**config.mk**
```make
export PLATFORM = sky130hd
export DESIGN_NAME = sine_ctrl_rx_flat
export DESIGN_NICKNAME = d
export VERILOG_FILES = /design/src/rtl/sine_ctrl_rx_if.sv /design/src/rtl/sine_ctrl_rx.sv /design/src/flat_wrapper.sv
export SDC_FILE = /design/constraint.sdc
export NUM_CORES = 1
export LEC_CHECK = 0
export CORE_MARGIN = 1
export CORE_UTILIZATION = 62
export DETAILED_ROUTE_END_ITERATION = 7
export HOLD_SLACK_MARGIN = 0.02
export PLACE_DENSITY = 0.83
export SLEW_MARGIN = 25
export SYNTH_ARGS = -nofsm -noshare
export SYNTH_HDL_FRONTEND = slang
export SYNTH_SLANG_ARGS = --single-unit
```
**constraint.sdc**
```tcl
create_clock -name clk -period 8 [get_ports clk]
set_input_delay 1.2 -clock clk [delete_from_list [all_inputs] [get_ports clk]]
set_output_delay 1.2 -clock clk [all_outputs]
set_load 0.01 [all_outputs]
```
**src/rtl/sine_ctrl_rx_if.sv**
```systemverilog
// Byte-stream link from the UART receiver into the command decoder.
// One-cycle strobe per byte; there is no backpressure.
interface sine_ctrl_rx_if;
    logic [7:0] rx_data;
    logic       rx_valid;

    modport master (output rx_data, output rx_valid);
    modport slave  (input  rx_data, input  rx_valid);
endinterface

```
**src/rtl/sine_ctrl_rx.sv**
```systemverilog
// Framed command decoder feeding the sine/modulation generator: parses A5/CMD/payload/CHK
// packets, validates them and commits tuning word and mode atomically.
module sine_ctrl_rx #(
    parameter int unsigned TIMEOUT_CYC = 100_000,
    parameter logic [31:0] FW_RESET    = 32'd42_949_673,
    parameter logic [31:0] FW_MAX      = 32'h7FFF_FFFF
) (
    input  logic          clk,
    input  logic          rst,
    sine_ctrl_rx_if.slave rx,
    output logic [31:0]   freq_c,
    output logic [5:0]    flag_mod,
    output logic          upd,
    output logic          err,
    output logic [7:0]    err_cnt,
    output logic          busy
);
    localparam logic [7:0]      SOF     = 8'hA5;
    localparam int unsigned     TO_W    = $clog2(TIMEOUT_CYC + 1);
    localparam logic [TO_W-1:0] TO_LAST = TO_W'(TIMEOUT_CYC - 1);

    typedef enum logic [2:0] {ST_IDLE, ST_CMD, ST_PAY, ST_SUM, ST_CHECK} state_t;

    state_t          state;
    logic [7:0]      cmd_q;
    logic [7:0]      xor_q;
    logic [7:0]      chk_q;
    logic [39:0]     shadow_q;
    logic [2:0]      pay_cnt;
    logic [TO_W-1:0] to_cnt;

    logic [2:0]  cmd_len;
    logic        in_pkt;
    logic        timed_out;
    logic        sof_seen;
    logic        has_word;
    logic        has_mode;
    logic        pkt_ok;
    logic        reject;
    logic [31:0] word_sh;
    logic [7:0]  mode_sh;

    function automatic logic mode_legal(input logic [7:0] m);
        if (m[7:6] != 2'b00) return 1'b0;
        case (m[5:0])
            6'b000000, 6'b010101, 6'b011010, 6'b110000, 6'b110001: return 1'b1;
            default: return (m[5:0] >= 6'b100001) && (m[5:0] <= 6'b101010);
        endcase
    endfunction

    // NOTE: each always_comb output gets a default before any branch, so no path can infer a latch.
    always_comb begin
        cmd_len = 3'd0;
        case (rx.rx_data)
            8'h01:   cmd_len = 3'd4;
            8'h02:   cmd_len = 3'd1;
            8'h03:   cmd_len = 3'd5;
            default: cmd_len = 3'd0;
        endcase

        in_pkt    = (state == ST_CMD) || (state == ST_PAY) || (state == ST_SUM);
        timed_out = in_pkt && !rx.rx_valid && (to_cnt == TO_LAST);
        sof_seen  = rx.rx_valid && (rx.rx_data == SOF);

        // Mode is always the last payload byte; the word sits above it for CMD 0x03.
        has_word = (cmd_q == 8'h01) || (cmd_q == 8'h03);
        has_mode = (cmd_q == 8'h02) || (cmd_q == 8'h03);
        word_sh  = (cmd_q == 8'h03) ? shadow_q[39:8] : shadow_q[31:0];
        mode_sh  = shadow_q[7:0];
        pkt_ok   = (xor_q == chk_q)
                && (!has_word || (word_sh <= FW_MAX))
                && (!has_mode || mode_legal(mode_sh));

        reject = timed_out
              || ((state == ST_CMD) && rx.rx_valid && (cmd_len == 3'd0))
              || ((state == ST_CHECK) && !pkt_ok);
    end

    // NOTE: sequential state uses non-blocking assignments so every flop sees pre-edge values.
    always_ff @(posedge clk or posedge rst) begin
        if (rst) begin
            state    <= ST_IDLE;
            cmd_q    <= '0;
            xor_q    <= '0;
            chk_q    <= '0;
            shadow_q <= '0;
            pay_cnt  <= '0;
            to_cnt   <= '0;
            freq_c   <= FW_RESET;
            flag_mod <= '0;
            upd      <= 1'b0;
            err      <= 1'b0;
            err_cnt  <= '0;
            busy     <= 1'b0;
        end else begin
            upd <= 1'b0;
            err <= reject;
            if (reject && (err_cnt != 8'hFF)) err_cnt <= err_cnt + 8'd1;

            if (!in_pkt || rx.rx_valid) to_cnt <= '0;
            else                        to_cnt <= to_cnt + 1'b1;

            if (timed_out) begin
                state    <= ST_IDLE;
                busy     <= 1'b0;
                shadow_q <= '0;
                xor_q    <= '0;
                chk_q    <= '0;
            end else begin
                case (state)
                    ST_IDLE: begin
                        if (sof_seen) begin
                            state <= ST_CMD;
                            busy  <= 1'b1;
                        end
                    end
                    ST_CMD: begin
                        if (rx.rx_valid) begin
                            if (cmd_len == 3'd0) begin
                                state <= ST_IDLE;
                                busy  <= 1'b0;
                            end else begin
                                state    <= ST_PAY;
                                cmd_q    <= rx.rx_data;
                                xor_q    <= rx.rx_data;
                                shadow_q <= '0;
                                pay_cnt  <= cmd_len;
                            end
                        end
                    end
                    ST_PAY: begin
                        if (rx.rx_valid) begin
                            shadow_q <= {shadow_q[31:0], rx.rx_data};
                            xor_q    <= xor_q ^ rx.rx_data;
                            pay_cnt  <= pay_cnt - 3'd1;
                            if (pay_cnt == 3'd1) state <= ST_SUM;
                        end
                    end
                    ST_SUM: begin
                        if (rx.rx_valid) begin
                            chk_q <= rx.rx_data;
                            state <= ST_CHECK;
                        end
                    end
                    ST_CHECK: begin
                        if (pkt_ok) begin
                            if (has_word) freq_c   <= word_sh;
                            if (has_mode) flag_mod <= mode_sh[5:0];
                            upd <= 1'b1;
                        end
                        // A start byte landing in this cycle opens the next packet directly.
                        state <= sof_seen ? ST_CMD : ST_IDLE;
                        busy  <= sof_seen;
                    end
                    default: begin
                        state <= ST_IDLE;
                        busy  <= 1'b0;
                    end
                endcase
            end
        end
    end
endmodule
```
**src/flat_wrapper.sv**
```systemverilog
// flat-port wrapper written by rule: the top's interface ports become plain ports
module sine_ctrl_rx_flat 
#(
    parameter int unsigned TIMEOUT_CYC = 100_000,
    parameter logic [31:0] FW_RESET    = 32'd42_949_673,
    parameter logic [31:0] FW_MAX      = 32'h7FFF_FFFF
)
  (clk, rst, freq_c, flag_mod, upd, err, err_cnt, busy, rx_rx_data, rx_rx_valid);
  sine_ctrl_rx_if rx_i ();
  input  logic clk;
  input  logic rst;
  output logic [31:0] freq_c;
  output logic [5:0] flag_mod;
  output logic upd;
  output logic err;
  output logic [7:0] err_cnt;
  output logic busy;
  input wire logic [$bits(rx_i.rx_data)-1:0] rx_rx_data;
  input wire logic [$bits(rx_i.rx_valid)-1:0] rx_rx_valid;
  assign rx_i.rx_data = rx_rx_data;
  assign rx_i.rx_valid = rx_rx_valid;
  sine_ctrl_rx #(.TIMEOUT_CYC(TIMEOUT_CYC), .FW_RESET(FW_RESET), .FW_MAX(FW_MAX)) u_core (.clk(clk), .rst(rst), .rx(rx_i), .freq_c(freq_c), .flag_mod(flag_mod), .upd(upd), .err(err), .err_cnt(err_cnt), .busy(busy));
endmodule
```
==> run_results.csv <==
group,metric,value,unit
timing,clock_skew,11.1,ps
placement,io_buffers,59,
die,fp.dieH,103,µm
timing,worst_pin_slew,965,ps
die,num_io_pins,60,
grt,grt_antenna_before_repair,0,
timing,min_period,3540,ps
setup_path,worst-path-max-fanout,28,
grt,grt_usage,0.278,
timing,hold_viol,0,
routing,drc,0,
finish,final_cells,728,
routing,vias_per_cell,6.15,
power_and_ir_drop,irDropWorstVdd,0.126,mV
yosys,synth_ff_type,"dfrtp_1",
yosys,synthCells,525,
timing,max_slew_margin,0.352,
power_and_ir_drop,totalPowerFinal,1470,µW
timing,rsz0062_at_grt,"false",
grt,grt_overflow,0,
die,core-area,9820,µm²
cts,cts_tree,"yes",
finish,fin_nets,597,
grt,grt_pass1_vias,4449,
setup_path,path_buf_inv,2,
hold_path,whs_path_depth,1,
yosys,async_flop_share,1.00,
routing,dr_total_vias,4477,
grt,grt_max_degree,74,
cts,postCtsSetupBuffers,0,
hold_path,hold_end,"u_core.to_cnt[0]",
cts,cts_resized,0,
setup_path,worstPathCellList,"clkdlybuf4s50_1 -> or4_4 -> nor3_2 -> nor2b_4 -> buf_16 -> a22o_1",
power_and_ir_drop,cellPowerDensity,195,nW/µm²
setup_path,worst_r2r_path_depth,6,
grt,grt_pass1_wl,22100,µm
yosys,synth_edf_count,0,
finish,drive_gt1_frac,0.163,
placement,dpl.hpwl,8370,µm
timing,drv_slew,0,
setup_path,r2r-end,"u_core.shadow_q[26]",
setup_path,cp-end-kind,"register",
timing,fmax,282,MHz
setup_path,worstPathRequired,8400,ps
routing,drt_iter0_drc,241,
timing,fin_crit_sh,0.443,
routing,wl_met3,567,µm
setup_path,cp_top_family,"simple AND/OR/NAND/NOR gates",
job,cap_violations,0,
finish,final_common_cell,"dfrtp_1",
cts,cts.hold.buffers_added,0,
setup_path,crit_start,"rx_rx_valid",
finish,diodes,0,
placement,placed_area,6980,µm²
setup_path,crit_type,"in2reg",
yosys,yosysWarnings,0,
setup_path,cpMaxStageDelayCell,"nor3_2",
cts,clkLatencyLatePin,520,ps
routing,ant_nets,0,
setup_path,max_stage_delay,760,ps
routing,wl,13500,µm
yosys,synth_nets,540,
power_and_ir_drop,power_leakage,0.00342,µW
routing,routed-wl-met2,6940,µm
yosys,netlist_area,6300,µm²
hold_path,hp-class,"reg2reg",
routing,top_layer,"met4",
die,start_util,0.642,
finish,n_fill_cell,651,
timing,tns,0,ps
routing,wl_per_cell,18.5,µm
finish,area_growth_syn_to_layout,20.0,%
yosys,ys_ff_latch,136,
finish,design_area,7560,µm²
routing,wl_met1,5750,µm
outcome,status,"finished, final reports clean",
setup_path,critPathArrivalTime,3940,ps
setup_path,r2r_slack,5070,ps
die,die_w,103,µm
placement,gp_congestion,0.907,
cts,htree_num_levels,4,
finish,final_util,0.770,
yosys,yosysSeqAreaShare,0.543,
setup_path,timing.rr.start,"u_core.to_cnt[8]",
yosys,synth_area_per_cell,12.0,µm²
finish,most-common-layout-cells,"dfrtp_1, clkdlybuf4s50_1, mux2_1",
cts,cts_inserted_buffers,17,
placement,dpl.cell_count,695,
cts,cts_sinks,136,
hold_path,min_from,"u_core.to_cnt[0]",
routing,drt_pre_antenna_iters,5,
die,die_area,10600,µm²
timing,setup_viol_count_final,0,
cts,cts_root_buf,"clkbuf_8",
cts,clk_path_buf_depth,2,
die,rows,36,
yosys,synth_cell_types,59,
setup_path,start_kind,"primary input",
cts,path_clk_slew,60,ps
[routing by layer]
layer,GRT usage,up-vias
met5,0,-
met4,0.0997,0
met3,0.0583,28
met2,0.461,144
met1,0.365,2298
li1,-,2007
[state kept, by name, summed over array words and instances (netlist names), 3 cells and up]
name	flops
u_core.freq_c	32
u_core.flag_mod	6
u_core.shadow_q	40
u_core.to_cnt	17
u_core.chk_q	8
u_core.err_cnt	8
u_core.xor_q	8
u_core.pay_cnt	3
u_core.cmd_q	8
u_core.state	3
[through the flow]
stage	setup WS (ps)	hold WS, ps
4_1_cts	4350	488
5_1_grt	4330	505
3_5_place_dp	3830	474
2_1_floorplan	3180	449
3_3_place_gp	3940	467
6_report	4460	480
[area by class of cell]
cell class	count	area, µm²	share of cell area
timing repair buffer	64	648	0.0857
inverter	10	40.0	0.00530
tap	133	166	0.0220
clock inverter	13	134	0.0177
sequential	136	3420	0.452
clock buffer	19	422	0.0558
multi-input combinational	353	2730	0.361
[kinds of logic after synthesis]
group                      Yosys count  synth area share
DFF                                136             0.543
and+or+nand+nor                    145             0.120
adders and majority gates            4           0.00794
xor gates and xnor gates            35            0.0487
buffers and inverters               36            0.0256
muxes                               76             0.135
AOI/OAI and AO/OA                   93             0.119
[worst reg2reg max path, stage by stage (launching register included)]
cell and delay, ps:
dfrtp_1 420, or3_1 380, or4_4 450, nor3_2 760, nor2b_4 300, buf_16 260
a22o_1 260
[synthesized netlist by cell type, types with 2 or more instances]
cell type / number / area share
a211oi_2: 2 / 0.0040
o2bb2ai_1: 8 / 0.011
mux2i_1: 2 / 0.0032
nand4_1: 8 / 0.0079
and2_1: 7 / 0.0070
o211ai_1: 2 / 0.0024
a21oi_1: 8 / 0.0064
nor4_1: 3 / 0.0030
xnor2_1: 8 / 0.011
nor3b_1: 2 / 0.0024
clkbuf_1: 17 / 0.010
and3_1: 6 / 0.0060
and4_1: 2 / 0.0028
nor4b_1: 3 / 0.0042
nor2b_1: 4 / 0.0040
a22o_1: 41 / 0.057
o21ai_0: 2 / 0.0016
buf_6: 2 / 0.0036
o21ai_2: 2 / 0.0028
ha_1: 4 / 0.0079
nor3_1: 7 / 0.0056
a31oi_1: 2 / 0.0020
inv_1: 7 / 0.0042
nor3_2: 2 / 0.0032
o21ai_1: 10 / 0.0079
o31ai_1: 3 / 0.0036
mux2_1: 46 / 0.082
nor4_4: 2 / 0.0068
nor2_1: 35 / 0.021
dfstp_2: 13 / 0.054
buf_2: 6 / 0.0048
nand2_1: 42 / 0.025
xor2_1: 27 / 0.038
or3_1: 5 / 0.0050
nand3_1: 11 / 0.0087
mux2_2: 28 / 0.050
inv_2: 2 / 0.0012
dfrtp_1: 123 / 0.49
[worst max-delay path by stage]
| stage | endpoint | slack, ps | cells after the start |
|---|---|---|---|
| after global routing | u_core.shadow_q[33] | 4330 | 6 |
| after global placement | u_core.shadow_q[16] | 3940 | 7 |
| after detailed placement | u_core.shadow_q[33] | 3830 | 7 |
| final | u_core.shadow_q[26] | 4460 | 6 |
| after floorplan | u_core.busy | 3180 | 1 |
| after CTS | u_core.shadow_q[33] | 4350 | 7 |
[report_power, final]
group / switching [µW] / internal (µW)
sequential: 6.76 / 692
combinational: 29.5 / 15.5
clock: 290 / 440
Power figures use the tool's default switching activity.
